`config.mk`:
```
export PLATFORM = sky130hd
export DESIGN_NAME = branch_predictor_param
export DESIGN_NICKNAME = d
export VERILOG_FILES = /design/src/rtl/branch_predictor_param.sv
export SDC_FILE = /design/constraint.sdc
export NUM_CORES = 1
export LEC_CHECK = 0
export CORE_MARGIN = 3
export CORE_UTILIZATION = 60
export DETAILED_ROUTE_END_ITERATION = 12
export GPL_TIMING_DRIVEN = 1
export PLACE_DENSITY = 0.82
export SLEW_MARGIN = 20
export SYNTH_ARGS = -nofsm -noshare
export SYNTH_HDL_FRONTEND = slang
export SYNTH_SLANG_ARGS = --single-unit
```
`constraint.sdc`:
```
create_clock -name clk -period 9 [get_ports clk]
set_input_delay 2.7 -clock clk [delete_from_list [all_inputs] [get_ports clk]]
set_output_delay 2.7 -clock clk [all_outputs]
set_load 0.02 [all_outputs]
```
`src/rtl/branch_predictor_param.sv`:
```
// branch_predictor_param
// Parametrised branch direction predictor for the pipelined 10-bit CPU family.
// The fetch unit presents a PC and gets a taken/not-taken prediction in the
// same cycle. The decode stage later returns the resolved outcome, which
// trains a table of saturating counters. Indexing is either bimodal (PC bits)
// or gshare (PC bits xor global history). After reset or flush the table is
// swept back to weakly-not-taken, one entry per cycle, before o_ready rises.
//
// Ports:
//   clk, rst              clock, asynchronous active-high reset
//   i_flush               pulse: clear history and restart the init sweep
//   i_clear_stats         pulse: zero the statistics counters
//   i_lookup_pc           fetch PC for the combinational prediction
//   o_prediction          1 = predict taken (always 0 while not ready)
//   o_ready               table initialised, predictions valid
//   i_update_valid        a resolved branch is presented this cycle
//   i_update_pc           PC of the resolved branch
//   i_update_taken        actual branch outcome
//   i_update_predicted    prediction that was used for this branch
//   o_ghr                 current global history register
//   o_update_count        accepted updates (saturating)
//   o_mispredict_count    accepted updates that were mispredicted (saturating)

module branch_predictor_param #(
    parameter int PC_WIDTH     = 10,
    parameter int INDEX_BITS   = 6,
    parameter int HIST_BITS    = 4,
    parameter int COUNTER_BITS = 2,
    parameter int MODE         = 1,
    parameter int STAT_BITS    = 16
) (
    input  logic                  clk,
    input  logic                  rst,
    input  logic                  i_flush,
    input  logic                  i_clear_stats,
    input  logic [PC_WIDTH-1:0]   i_lookup_pc,
    output logic                  o_prediction,
    output logic                  o_ready,
    input  logic                  i_update_valid,
    input  logic [PC_WIDTH-1:0]   i_update_pc,
    input  logic                  i_update_taken,
    input  logic                  i_update_predicted,
    output logic [HIST_BITS-1:0]  o_ghr,
    output logic [STAT_BITS-1:0]  o_update_count,
    output logic [STAT_BITS-1:0]  o_mispredict_count
);

    localparam int ENTRIES = 1 << INDEX_BITS;
    localparam logic [COUNTER_BITS-1:0] CTR_INIT = COUNTER_BITS'((1 << (COUNTER_BITS - 1)) - 1);
    localparam logic [COUNTER_BITS-1:0] CTR_MAX  = '1;
    localparam logic [INDEX_BITS-1:0]   PTR_LAST = '1;
    localparam logic [STAT_BITS-1:0]    STAT_MAX = '1;

    typedef enum logic {
        ST_INIT,
        ST_RUN
    } state_t;

    state_t                  r_state;
    state_t                  w_nextState;
    logic [INDEX_BITS-1:0]   r_sweepPtr;
    logic [HIST_BITS-1:0]    r_ghr;
    logic [STAT_BITS-1:0]    r_updCount;
    logic [STAT_BITS-1:0]    r_misCount;
    logic [COUNTER_BITS-1:0] r_table [ENTRIES];

    logic [INDEX_BITS-1:0]   w_histIdx;
    logic [INDEX_BITS-1:0]   w_lookupIdx;
    logic [INDEX_BITS-1:0]   w_updateIdx;
    logic                    w_accept;
    logic [COUNTER_BITS-1:0] w_updCtr;
    logic [COUNTER_BITS-1:0] w_newCtr;
    logic [HIST_BITS-1:0]    w_ghrNext;
    logic                    w_unusedPcBits;

    // Only the low PC bits select a table entry; higher bits alias by design.
    assign w_unusedPcBits = ^{i_lookup_pc[PC_WIDTH-1:INDEX_BITS], i_update_pc[PC_WIDTH-1:INDEX_BITS]};

    // Index generation and counter training. Both lookup and update use the
    // history as it stands before this cycle's update, so an update indexes
    // the same entry the matching lookup did. A flush drops the update.
    always_comb begin
        w_histIdx   = (MODE == 1) ? INDEX_BITS'(r_ghr) : '0;
        w_lookupIdx = i_lookup_pc[INDEX_BITS-1:0] ^ w_histIdx;
        w_updateIdx = i_update_pc[INDEX_BITS-1:0] ^ w_histIdx;
        w_accept    = (r_state == ST_RUN) && i_update_valid && !i_flush;
        w_updCtr    = r_table[w_updateIdx];
        w_newCtr    = w_updCtr;
        if (i_update_taken) begin
            if (w_updCtr != CTR_MAX) begin
                w_newCtr = w_updCtr + COUNTER_BITS'(1);
            end
        end else begin
            if (w_updCtr != '0) begin
                w_newCtr = w_updCtr - COUNTER_BITS'(1);
            end
        end
        w_ghrNext = HIST_BITS'({r_ghr, i_update_taken});
    end

    // FSM state register.
    always_ff @(posedge clk or posedge rst) begin
        if (rst) begin
            r_state <= ST_INIT;
        end else begin
            r_state <= w_nextState;
        end
    end

    // FSM next state: a flush always restarts the sweep; the sweep ends once
    // the last table entry has been written.
    always_comb begin
        w_nextState = r_state;
        if (i_flush) begin
            w_nextState = ST_INIT;
        end else if ((r_state == ST_INIT) && (r_sweepPtr == PTR_LAST)) begin
            w_nextState = ST_RUN;
        end
    end

    // FSM outputs: no prediction is trusted until the table is initialised.
    // No bypass from a same-cycle update; the new counter shows next cycle.
    always_comb begin
        o_ready      = (r_state == ST_RUN);
        o_prediction = o_ready && r_table[w_lookupIdx][COUNTER_BITS-1];
    end

    // Sweep pointer walks every entry while initialising.
    always_ff @(posedge clk or posedge rst) begin
        if (rst) begin
            r_sweepPtr <= '0;
        end else if (i_flush) begin
            r_sweepPtr <= '0;
        end else if (r_state == ST_INIT) begin
            r_sweepPtr <= r_sweepPtr + INDEX_BITS'(1);
        end
    end

    // Global history shifts in every accepted outcome, even in bimodal mode.
    always_ff @(posedge clk or posedge rst) begin
        if (rst) begin
            r_ghr <= '0;
        end else if (i_flush) begin
            r_ghr <= '0;
        end else if (w_accept) begin
            r_ghr <= w_ghrNext;
        end
    end

    // Statistics saturate instead of wrapping; clear wins over counting.
    always_ff @(posedge clk or posedge rst) begin
        if (rst) begin
            r_updCount <= '0;
            r_misCount <= '0;
        end else if (i_clear_stats) begin
            r_updCount <= '0;
            r_misCount <= '0;
        end else if (w_accept) begin
            if (r_updCount != STAT_MAX) begin
                r_updCount <= r_updCount + STAT_BITS'(1);
            end
            if ((i_update_predicted != i_update_taken) && (r_misCount != STAT_MAX)) begin
                r_misCount <= r_misCount + STAT_BITS'(1);
            end
        end
    end

    // Counter table has no reset; the init sweep gives it a known state
    // before o_ready allows it to be used.
    always_ff @(posedge clk) begin
        if (!i_flush) begin
            if (r_state == ST_INIT) begin
                r_table[r_sweepPtr] <= CTR_INIT;
            end else if (w_accept) begin
                r_table[w_updateIdx] <= w_newCtr;
            end
        end
    end

    assign o_ghr              = r_ghr;
    assign o_update_count     = r_updCount;
    assign o_mispredict_count = r_misCount;

endmodule
```
==> metrics.txt <==
run status=finished clean; num rows=41; WP data arrival=5890 ps; max-slew violation count=0; gr usage total=27.0%; Antenna Nets Post-Route=0; fin nets=671; total setup violations reported at the end of the flow=0; number of port buffers=56; quantity of hold-fixing buffers added after cts=0; f_max=0.116 GHz; average footprint of a synthesized cell=14.1 sq um; total of max-cap violations=0; Synth Warn #=0; post-synth design cell area=0.00814 sq mm; final critical path time including I/O delays and setup=8590 ps; x dimension of the die=122 microns; CTS-repair resized insts=0; post-layout utilization of the core=73.4%; final RePlAce weighted congestion=0.908; Area growth syn-to-layout=16.6%; number of synthesized register bits=171; transition time at the pin with the least slew margin=1020 ps; Post-Route WL=19.1 mm; endpoint required time on the critical path=6300 ps; initial drt markers=760; hold_ws=573 ps; Post-Syn Instances=579; CTS tree=done; DRC=0; headroom to the max-slew limit=31.2%; antenna violations before repair=0; GRT Residual Overflow=0; die height=122 microns; ant diodes=0; pin count of the biggest net entering global routing=65; fraction of final layout cells sized beyond drive strength 1=13.6%; overall die area=0.0150 sq mm; number of top-level pins=65; Clock Sinks=171; share of async-settable or async-resettable flops after synthesis=25.1%; clk buf depth=2; via-per-instance ratio=6.70; setup TNS=0 ps; leakage power figure=3.50 nW; Initial Utilization=63.0%; number of synthesized flops with an enable pin=128; startpoint type of the worst setup path=input pin; PwrDens=169 mW/mm^2; total power draw=1.61 mW; worst vdd ir=0.209 mV; Max Clock Skew=8.81 ps; Post-Syn Nets=609; fraction of the yosys area taken by sequential cells=60.4%; detailed-routing iteration count for the pre-antenna-repair pass=8; setup repair after global routing missed its margin=no; total clock buffers created by CTS=17; number of library cell types mapped by synthesis=49; number of global-route vias before repair=5349; CP Class=input pin to output port; Detail Placement HPWL=12.6 mm; vias post-DR=5537; routed wire length per instance=23.1 microns; number of levels the H-tree was split into=4; Setup Buffers After CTS=0; critical path endpoint category=output port; clock insertion delay at the later pin of the skew report=430 ps; Main synth FF type=sky130_fd_sc_hd__edfxtp_1; final critical-path share of the clock period=95.4%; worst hold path class=flop to flop; Clk Tree Root Cell=sky130_fd_sc_hd__clkbuf_16; endpoints failing hold=0; Placeable Area=0.0129 sq mm; clock slew at reported path FFs=60 ps; first-pass GRT wire length=29.6 mm; Max FO, Critical Path=16
[per-layer routing]
metal | vias up | part of all wire (%) | track usage [%]
li1 | 2353 | - | -
met5 | - | 0 | 0
met3 | 59 | 11 | 8.06
met4 | 0 | 3.1 | 10.5
met2 | 383 | 49 | 42.2
met1 | 2742 | 37 | 36.3
[metrics by stage]
stage | instances | worst slack [ps] | instance area, sq um
floorplan | 579 | 1300 | 8140
CTS | 825 | 423 | 9460
global route | 826 | 362 | 9490
finish | 826 | 413 | 9490
global placement | 793 | 455 | 8910
detailed placement | 793 | 430 | 8910
[final timing paths]
kind                                   startpoint                endpoint  slack, ps  cells after the start
max                                i_lookup_pc[0]            o_prediction        410                      8
min                        o_mispredict_count[10]  o_mispredict_count[10]        570                      2
max reg2reg                              o_ghr[0]          r_table[36][0]       5000                      9
min reg2reg                o_mispredict_count[10]  o_mispredict_count[10]        570                      2
max in group asynchronous                     rst  o_mispredict_count[11]       5910                      3
min in group asynchronous                     rst   o_mispredict_count[9]       2720                      3
[sequential cells by signal, summed over array words and instances (netlist names)]
name,cells
o_ghr,4
o_mispredict_count,16
o_ready,1
o_update_count,16
r_sweepPtr,6
r_table,128
[cell usage after synthesis (2+ instances only)]
| master | instances | share of area (%) |
|---|---|---|
| sky130_fd_sc_hd__edfxtp_1 | 128 | 47 |
| sky130_fd_sc_hd__nor2_1 | 111 | 5.1 |
| sky130_fd_sc_hd__dfrtp_1 | 43 | 13 |
| sky130_fd_sc_hd__nand2_1 | 40 | 1.8 |
| sky130_fd_sc_hd__mux4_2 | 39 | 11 |
| sky130_fd_sc_hd__xor2_1 | 26 | 2.8 |
| sky130_fd_sc_hd__a21oi_1 | 22 | 1.4 |
| sky130_fd_sc_hd__clkbuf_1 | 18 | 0.83 |
| sky130_fd_sc_hd__a22oi_1 | 16 | 1.5 |
| sky130_fd_sc_hd__nand3_1 | 15 | 0.92 |
| sky130_fd_sc_hd__mux4_1 | 14 | 4.5 |
| sky130_fd_sc_hd__xnor2_1 | 10 | 1.1 |
| sky130_fd_sc_hd__o21ai_0 | 8 | 0.49 |
| sky130_fd_sc_hd__inv_1 | 7 | 0.32 |
| sky130_fd_sc_hd__nand4_1 | 7 | 0.54 |
| sky130_fd_sc_hd__nor2b_1 | 7 | 0.54 |
| sky130_fd_sc_hd__or3_1 | 6 | 0.46 |
| sky130_fd_sc_hd__and2_1 | 4 | 0.31 |
| sky130_fd_sc_hd__and3_1 | 4 | 0.31 |
| sky130_fd_sc_hd__and4_1 | 4 | 0.43 |
| sky130_fd_sc_hd__buf_6 | 3 | 0.41 |
| sky130_fd_sc_hd__ha_1 | 3 | 0.46 |
| sky130_fd_sc_hd__mux2i_1 | 3 | 0.37 |
| sky130_fd_sc_hd__nand2b_1 | 3 | 0.23 |
| sky130_fd_sc_hd__nand3b_1 | 3 | 0.28 |
| sky130_fd_sc_hd__nor3_1 | 3 | 0.18 |
| sky130_fd_sc_hd__o32a_1 | 3 | 0.37 |
| sky130_fd_sc_hd__o32ai_1 | 3 | 0.32 |
| sky130_fd_sc_hd__or2_2 | 3 | 0.23 |
| sky130_fd_sc_hd__nor4_1 | 2 | 0.15 |
| sky130_fd_sc_hd__o22a_1 | 2 | 0.22 |
| sky130_fd_sc_hd__xor2_2 | 2 | 0.40 |
[critical path: stages]
cell	delay, ps
sky130_fd_sc_hd__clkdlybuf4s50_1	510
sky130_fd_sc_hd__xor2_2	190
sky130_fd_sc_hd__buf_12	210
sky130_fd_sc_hd__mux4_2	550
sky130_fd_sc_hd__mux4_2	500
sky130_fd_sc_hd__mux4_2	460
sky130_fd_sc_hd__and2_1	190
sky130_fd_sc_hd__clkdlybuf4s50_1	540
[where the power goes]
group          internal, mW  leakage (nW)  total, mW  switching (mW)
logic                0.0330          1.24     0.0808          0.0478
clock network         0.379         0.255      0.684           0.305
registers             0.841          2.00      0.844         0.00294
[layout make-up]
class	count	area (sq um)
inverter	7	26.3
clock inverter	15	124
sequential	171	4920
timing repair buffer	66	668
multi-input combinational	378	3120
fill	771	3430
tap	172	215
clock buffer	17	425
[cell families (layout without fill, tap and decap cells)]
| logic type | Yosys count | count (layout) | share of synthesized area, % |
|---|---|---|---|
| compound gates | 66 | 66 | 5.46 |
| xor+xnor | 38 | 38 | 4.27 |
| fa+ha+maj | 4 | 4 | 0.584 |
| buf+inv | 30 | 105 | 1.80 |
| flops | 171 | 171 | 60.4 |
| mux | 56 | 56 | 15.7 |
| simple gates | 214 | 214 | 11.8 |
[cells in the final DEF (no fill, tap or decap), drive strengths merged, types with 2 or more instances in the layout]
master	n
nor3	3
or2	3
and4	4
inv	10
xor2	28
xnor2	10
o21ai	9
mux2i	3
buf	10
clkinv	6
o22a	2
o32a	3
a21oi	22
clkinvlp	5
and3	4
clkbuf	17
or3	6
nand2	40
mux4	53
nor4	3
and2	4
a22oi	16
nand3b	3
ha	3
nand4	7
a211oi	2
nor2	111
edfxtp	128
o32ai	3
clkdlybuf4s50	56
dfrtp	43
nand3	15
nand2b	3
nor2b	7
Note: power is estimated with default switching activity, not from simulation.
==> RTL edit 1 (same settings) <==
Set the parameter `MODE` to 0 (it was 1).
--- a/src/rtl/branch_predictor_param.sv
+++ b/src/rtl/branch_predictor_param.sv
@@ -28,3 +28,3 @@
     parameter int COUNTER_BITS = 2,
-    parameter int MODE         = 1,
+    parameter int MODE         = 0,
     parameter int STAT_BITS    = 16
Formal check against the unedited RTL: same outputs for any inputs over 10 cycles, from zero or initial values and one cycle with rst high; that may be too few to reach the edited logic, so the function may still have changed.
==> RTL edit 1 against the unedited design <==
Cell area down 1.9%. First-iteration DRC count shrank 7.6%. Synthesized area down 1.3%. Total power rose by 0.92%. Largest power group unchanged. Global-route usage increased by 0.095 points. Sequential cell count is the same. Count of clock-buffer cells in the layout grew 1. Worst setup slack better by 0.040 ns. Routed wire length down 1.4%. Via count is 3.1% lower. Critical endpoint unchanged. Fmax increased by 0.47%.
==> RTL edit 1: results (changes against the unedited design) <==
| Metric | Value |
|---|---|
| Crit-path max FO | 16 (unchanged) |
| Area contributors post-synth | edfxtp_1 (48%), mux4_2 (14%), dfrtp_1 (13%), nor2_1 (5.3%), xor2_1 (2.6%) (was edfxtp_1 (47%), dfrtp_1 (13%), mux4_2 (11%), nor2_1 (5.1%), mux4_1 (4.5%)) |
| Complex-gate fraction of the synthesized area | 4.889% (was 5.456%) |
| Worst reg-to-reg setup slack | 5.66 ns (was 5.00 ns) |
| Post-Synth XOR/XNOR Area | 3.814% (was 4.272%) |
| Synth unique cells | 45 (was 49) |
| Post-synthesis adder-cell area fraction | 0.4671% (was 0.5840%) |
| DRT met1 WL | 7012 um (was 7095 um) |
| Drt first-iter violations | 702 (was 760) |
| Drt via density | 6.515 (was 6.703) |
| Total CTS buffers | 17 (unchanged) |
| Vias in the first global route | 5394 (was 5349) |
| Launch point of the worst reg-to-reg path | o_ready (was o_ghr[0]) |
| Post-detail-place hpwl | 12300 um (was 12590 um) |
| Hold Path End | o_ghr[3] (was o_mispredict_count[10]) |
| Nets | 669 (was 671) |
| Max-slew headroom | 28.76% (was 31.21%) |
| R2r endpoint | r_table[5][0] (was r_table[36][0]) |
| Diodes inserted | 0 (unchanged) |
| Most used DFF post-synth | edfxtp_1 (unchanged) |
| Status | finished clean (unchanged) |
| Min-delay src | o_ghr[3] (was o_mispredict_count[10]) |
| Syn_nets | 614 (was 609) |
| Met2 usage | 43.94% (was 42.18%) |
| Met3 WL | 1654 um (was 2089 um) |
| Share of cells above drive strength 1 | 13.65% (was 13.61%) |
| First-pass GRT wire length | 29780 um (was 29550 um) |
| Total GRT Usage | 27.12% (was 27.02%) |
| Worst r2r path cells | 6 (was 9) |
| Drt first pass iters | 5 (was 8) |
| CP arrival | 5.85 ns (was 5.89 ns) |
| Gpl congestion | 0.8456 (was 0.9078) |
| Peak supply drop | 111.9 uV (was 208.7 uV) |
| Clock Skews | 0.007184 ns (was 0.008811 ns) |
| Seq/Total Area, Yosys | 61.22% (was 60.43%) |
| Worst Hold Class | reg -> reg (unchanged) |
| Met2 WL | 9749 um (was 9330 um) |
| Largest net degree at the start of global routing | 45 (was 65) |
| Hold depth | 2 (unchanged) |
| Multiplexer share of the synthesized area | 15.23% (was 15.68%) |
| Most frequent cells after synthesis | edfxtp_1 (128), nor2_1 (114), mux4_2 (49) (was edfxtp_1 (128), nor2_1 (111), dfrtp_1 (43)) |
RTL edit 1: cells by family after synthesis:
| logic type | count (synthesis) |
|---|---|
| xor+xnor | 35 |
| fa+ha+maj | 3 |
| buf+inv | 33 |
| compound gates | 59 |
| flops | 171 |
| mux | 61 |
| simple gates | 222 |
RTL edit 1: power by group:
group,switching (uW),internal (uW)
Combinational,50.5,34.1
Sequential,2.52,842
Clock,293,403
Total,346,1280
RTL edit 1: final cells by class:
class | count | area, sq um
Inverter | 5 | 18.77
Tap cell | 172 | 215.2
Clock buffer | 18 | 429.2
Sequential cell | 171 | 4920
Timing Repair Buffer | 64 | 615.6
Multi-Input combinational cell | 380 | 2988
Fill cell | 836 | 3560
Clock inverter | 14 | 130.1
RTL edit 1: stage by stage:
step	worst slack, ns	cell area (sq um)	instances
after global placement	0.4433	8757	792
after CTS	0.4541	9316	824
after floorplan	1.422	8036	584
after detailed placement	0.4644	8757	792
after global routing	0.3763	9316	824
final	0.4530	9316	824
==> RTL edit 2 (same flow settings) <==
Made on the original files. Reset style: synchronous (`rst`), changed in 4 clocked blocks. Comments in the files are not updated.
--- a/src/rtl/branch_predictor_param.sv
+++ b/src/rtl/branch_predictor_param.sv
@@ -101,3 +101,3 @@
     // FSM state register.
-    always_ff @(posedge clk or posedge rst) begin
+    always_ff @(posedge clk) begin
         if (rst) begin
@@ -128,3 +128,3 @@
     // Sweep pointer walks every entry while initialising.
-    always_ff @(posedge clk or posedge rst) begin
+    always_ff @(posedge clk) begin
         if (rst) begin
@@ -139,3 +139,3 @@
     // Global history shifts in every accepted outcome, even in bimodal mode.
-    always_ff @(posedge clk or posedge rst) begin
+    always_ff @(posedge clk) begin
         if (rst) begin
@@ -150,3 +150,3 @@
     // Statistics saturate instead of wrapping; clear wins over counting.
-    always_ff @(posedge clk or posedge rst) begin
+    always_ff @(posedge clk) begin
         if (rst) begin
Check against the original RTL: same outputs for any inputs over 10 cycles, from zero or initial values and one cycle with rst high; that may be too few to reach the edited logic, so the function may still have changed.
==> RTL edit 2 against the unedited design <==
Sequential cell count is the same. Utilization decreased by 0.39 points. Via count decreased by 3.5%. Total power is 7.3% higher. Register-to-register slack got worse by 0.35 ns. Synthesized area shrank 3.6%. Routed wire length decreased by 0.63%. Cell area shrank 2.1%. Cell count decreased by 0.61%. Worst setup slack improved by 0.018 ns.
==> RTL edit 2: results (changes against the unedited design) <==
| Metric | Value |
|---|---|
| CTS root buffer | clkbuf_16 (unchanged) |
| Status | finished clean (unchanged) |
| CP max stage delay | around 0.54 ns |
| R2r endpoint | r_table[24][0] (was r_table[36][0]) |
| Post-CTS setup buffers | 0 (unchanged) |
| Launch point of the worst reg-to-reg path | o_ghr[0] (unchanged) |
| First-pass GRT wire length | 29570 um (was 29550 um) |
| Port Buf Inserts | 56 (unchanged) |
| Worst-path clk slew | 0.06 ns (about the same) |
| Top reg by flops | r_table (unchanged) |
| Drt total wl | 18980 um (was 19100 um) |
| Ys async rst share | 0% (was 25.15%) |
| Via count | 5344 (was 5537) |
| Syn_nets | 606 (was 609) |
| Placed inst area | 8623 sq um (was 8915 sq um) |
| Clock latency on the worst-skew pair | 0.43 ns (about the same) |
| Nets | 666 (was 671) |
| Seq/Total Area, Yosys | 59.95% (was 60.43%) |
| Synth unique cells | 42 (was 49) |
| Max-slew headroom | 35.98% (was 31.21%) |
| Antenna violations before repair | 0 (unchanged) |
| Min-delay src | o_update_count[9] (was o_mispredict_count[10]) |
| Diodes inserted | 0 (unchanged) |
| Gpl congestion | 0.8761 (was 0.9078) |
| Post-detail-place hpwl | 12180 um (was 12590 um) |
| Share of cells above drive strength 1 | 15.41% (was 13.61%) |
| Largest net degree at the start of global routing | 42 (was 65) |
| Hold Path End | o_update_count[9] (was o_mispredict_count[10]) |
| Total CTS buffers | 17 (unchanged) |
| Fill cells | 796 (was 771) |
| CTS H-tree depth | 4 (unchanged) |
| Worst Hold Class | reg -> reg (unchanged) |
| P&R area growth vs syn | 18.43% (was 16.61%) |
| Number of synthesized flops with an enable pin | 128 (unchanged) |
| YS warnings | 0 (unchanged) |
| Final Hold Fails | 0 (unchanged) |
| CP arrival | 5.87 ns (was 5.89 ns) |
| Clock Skews | 0.007743 ns (was 0.008811 ns) |
| Crit-path max FO | 16 (unchanged) |
| Most frequent cells after synthesis | edfxtp_1 (128), nor2_1 (107), mux4_2 (53) (was edfxtp_1 (128), nor2_1 (111), dfrtp_1 (43)) |
| Peak supply drop | 166.6 uV (was 208.7 uV) |
| Leakage power | 0.002892 uW (was 0.003498 uW) |
| Drt first pass iters | 5 (was 8) |
| Worst r2r path cells | 9 (unchanged) |
| Hold depth | 2 (unchanged) |
| Clk buf depth | 2 (unchanged) |
| Drt first-iter violations | 682 (was 760) |
| Most used DFF post-synth | edfxtp_1 (unchanged) |
| Largest register FFs | 128 (unchanged) |
| Highest-delay cell along the critical path | clkdlybuf4s50_1 (was mux4_2) |
| Post-cts repair resize count | 0 (unchanged) |
| Area contributors post-synth | edfxtp_1 (49%), mux4_2 (15%), dfxtp_1 (11%), nor2_1 (5.1%), xor2_1 (2.7%) (was edfxtp_1 (47%), dfrtp_1 (13%), mux4_2 (11%), nor2_1 (5.1%), mux4_1 (4.5%)) |
| Worst reg-to-reg setup slack | 4.65 ns (was 5.00 ns) |
| Cell Rows | 41 (unchanged) |
| Hold Slack | 0.5171 ns (was 0.5729 ns) |
| Total GRT Usage | 27.44% (was 27.02%) |
-- RTL edit 2: cell count changes in the layout (fill, tap and decap cells not counted), sizes merged, moves of 3 or more --
cell / unedited run / this run
inv: 10 / 6
dfxtp: 0 / 43
nor2: 111 / 107
and4: 4 / 8
dfrtp: 43 / 0
nor2b: 7 / 4
clkinv: 6 / 2
nand2: 40 / 45
xnor2: 10 / 13
bufinv: 1 / 6
-- RTL edit 2: cells by family after synthesis --
logic type / after synthesis / synth area share [%]
multiplexers: 57 / 15.72
XOR/XNOR: 39 / 4.544
flip-flops: 171 / 59.95
AO/OA/AOI/OAI: 64 / 5.389
AND/OR/NAND/NOR: 215 / 12.42
adder cells (fa/ha/maj): 3 / 0.4784
buffers and inverters: 27 / 1.499
-- RTL edit 2: worst max-delay path: cells and delay by family --
kind                      cells  cell delay [ns]
xor gates and xnor gates      1             0.19
and+or+nand+nor               1             0.17
buffers and inverters         3             1.26
muxes                         3             1.54
-- RTL edit 2: power by group --
group          internal, uW  total (uW)  switching (uW)
sequential              837         838            1.23
combinational          29.4        66.7            37.2
clock                   521         822             300
total                  1390        1730             339
-- RTL edit 2: metrics by stage --
step | total power (uW) | setup slack (ns) | cells
5_1_grt | 1771 | 0.3423 | 821
3_5_place_dp | 920.8 | 0.4312 | 789
4_1_cts | 1734 | 0.4280 | 821
6_report | 1726 | 0.4304 | 821
3_3_place_gp | 919.3 | 0.4394 | 789
2_1_floorplan | 896.5 | 1.119 | 576
-- RTL edit 2: per-layer routing --
metal  vias up  global-route usage (%)  wire, um
met2       329                   44.36      9483
met1      2624                   34.30      6949
li1       2331                       -         -
met4         0                   14.45       789
met5         -                       0         0
met3        60                   7.156      1758
-- RTL edit 2: how the worst max path moves through the flow --
stage,start,to,slack [ns],cells past startpoint
after floorplan,i_update_pc[0],r_table[0][0],1.12,8
after detailed placement,i_lookup_pc[0],o_prediction,0.43,8
after global routing,i_lookup_pc[0],o_prediction,0.34,8
final,i_lookup_pc[0],o_prediction,0.43,8
after global placement,i_lookup_pc[0],o_prediction,0.44,8
after CTS,i_lookup_pc[0],o_prediction,0.43,8
-- RTL edit 2: layout make-up --
cell class                 count  share of cell area, %
clock buffer                  18                  4.618
clock inverter                14                  2.598
inverter                       4                 0.1616
multi-input combinational    378                  32.88
sequential                   171                  50.62
tap                          172                  2.316
timing repair buffer          64                  6.812
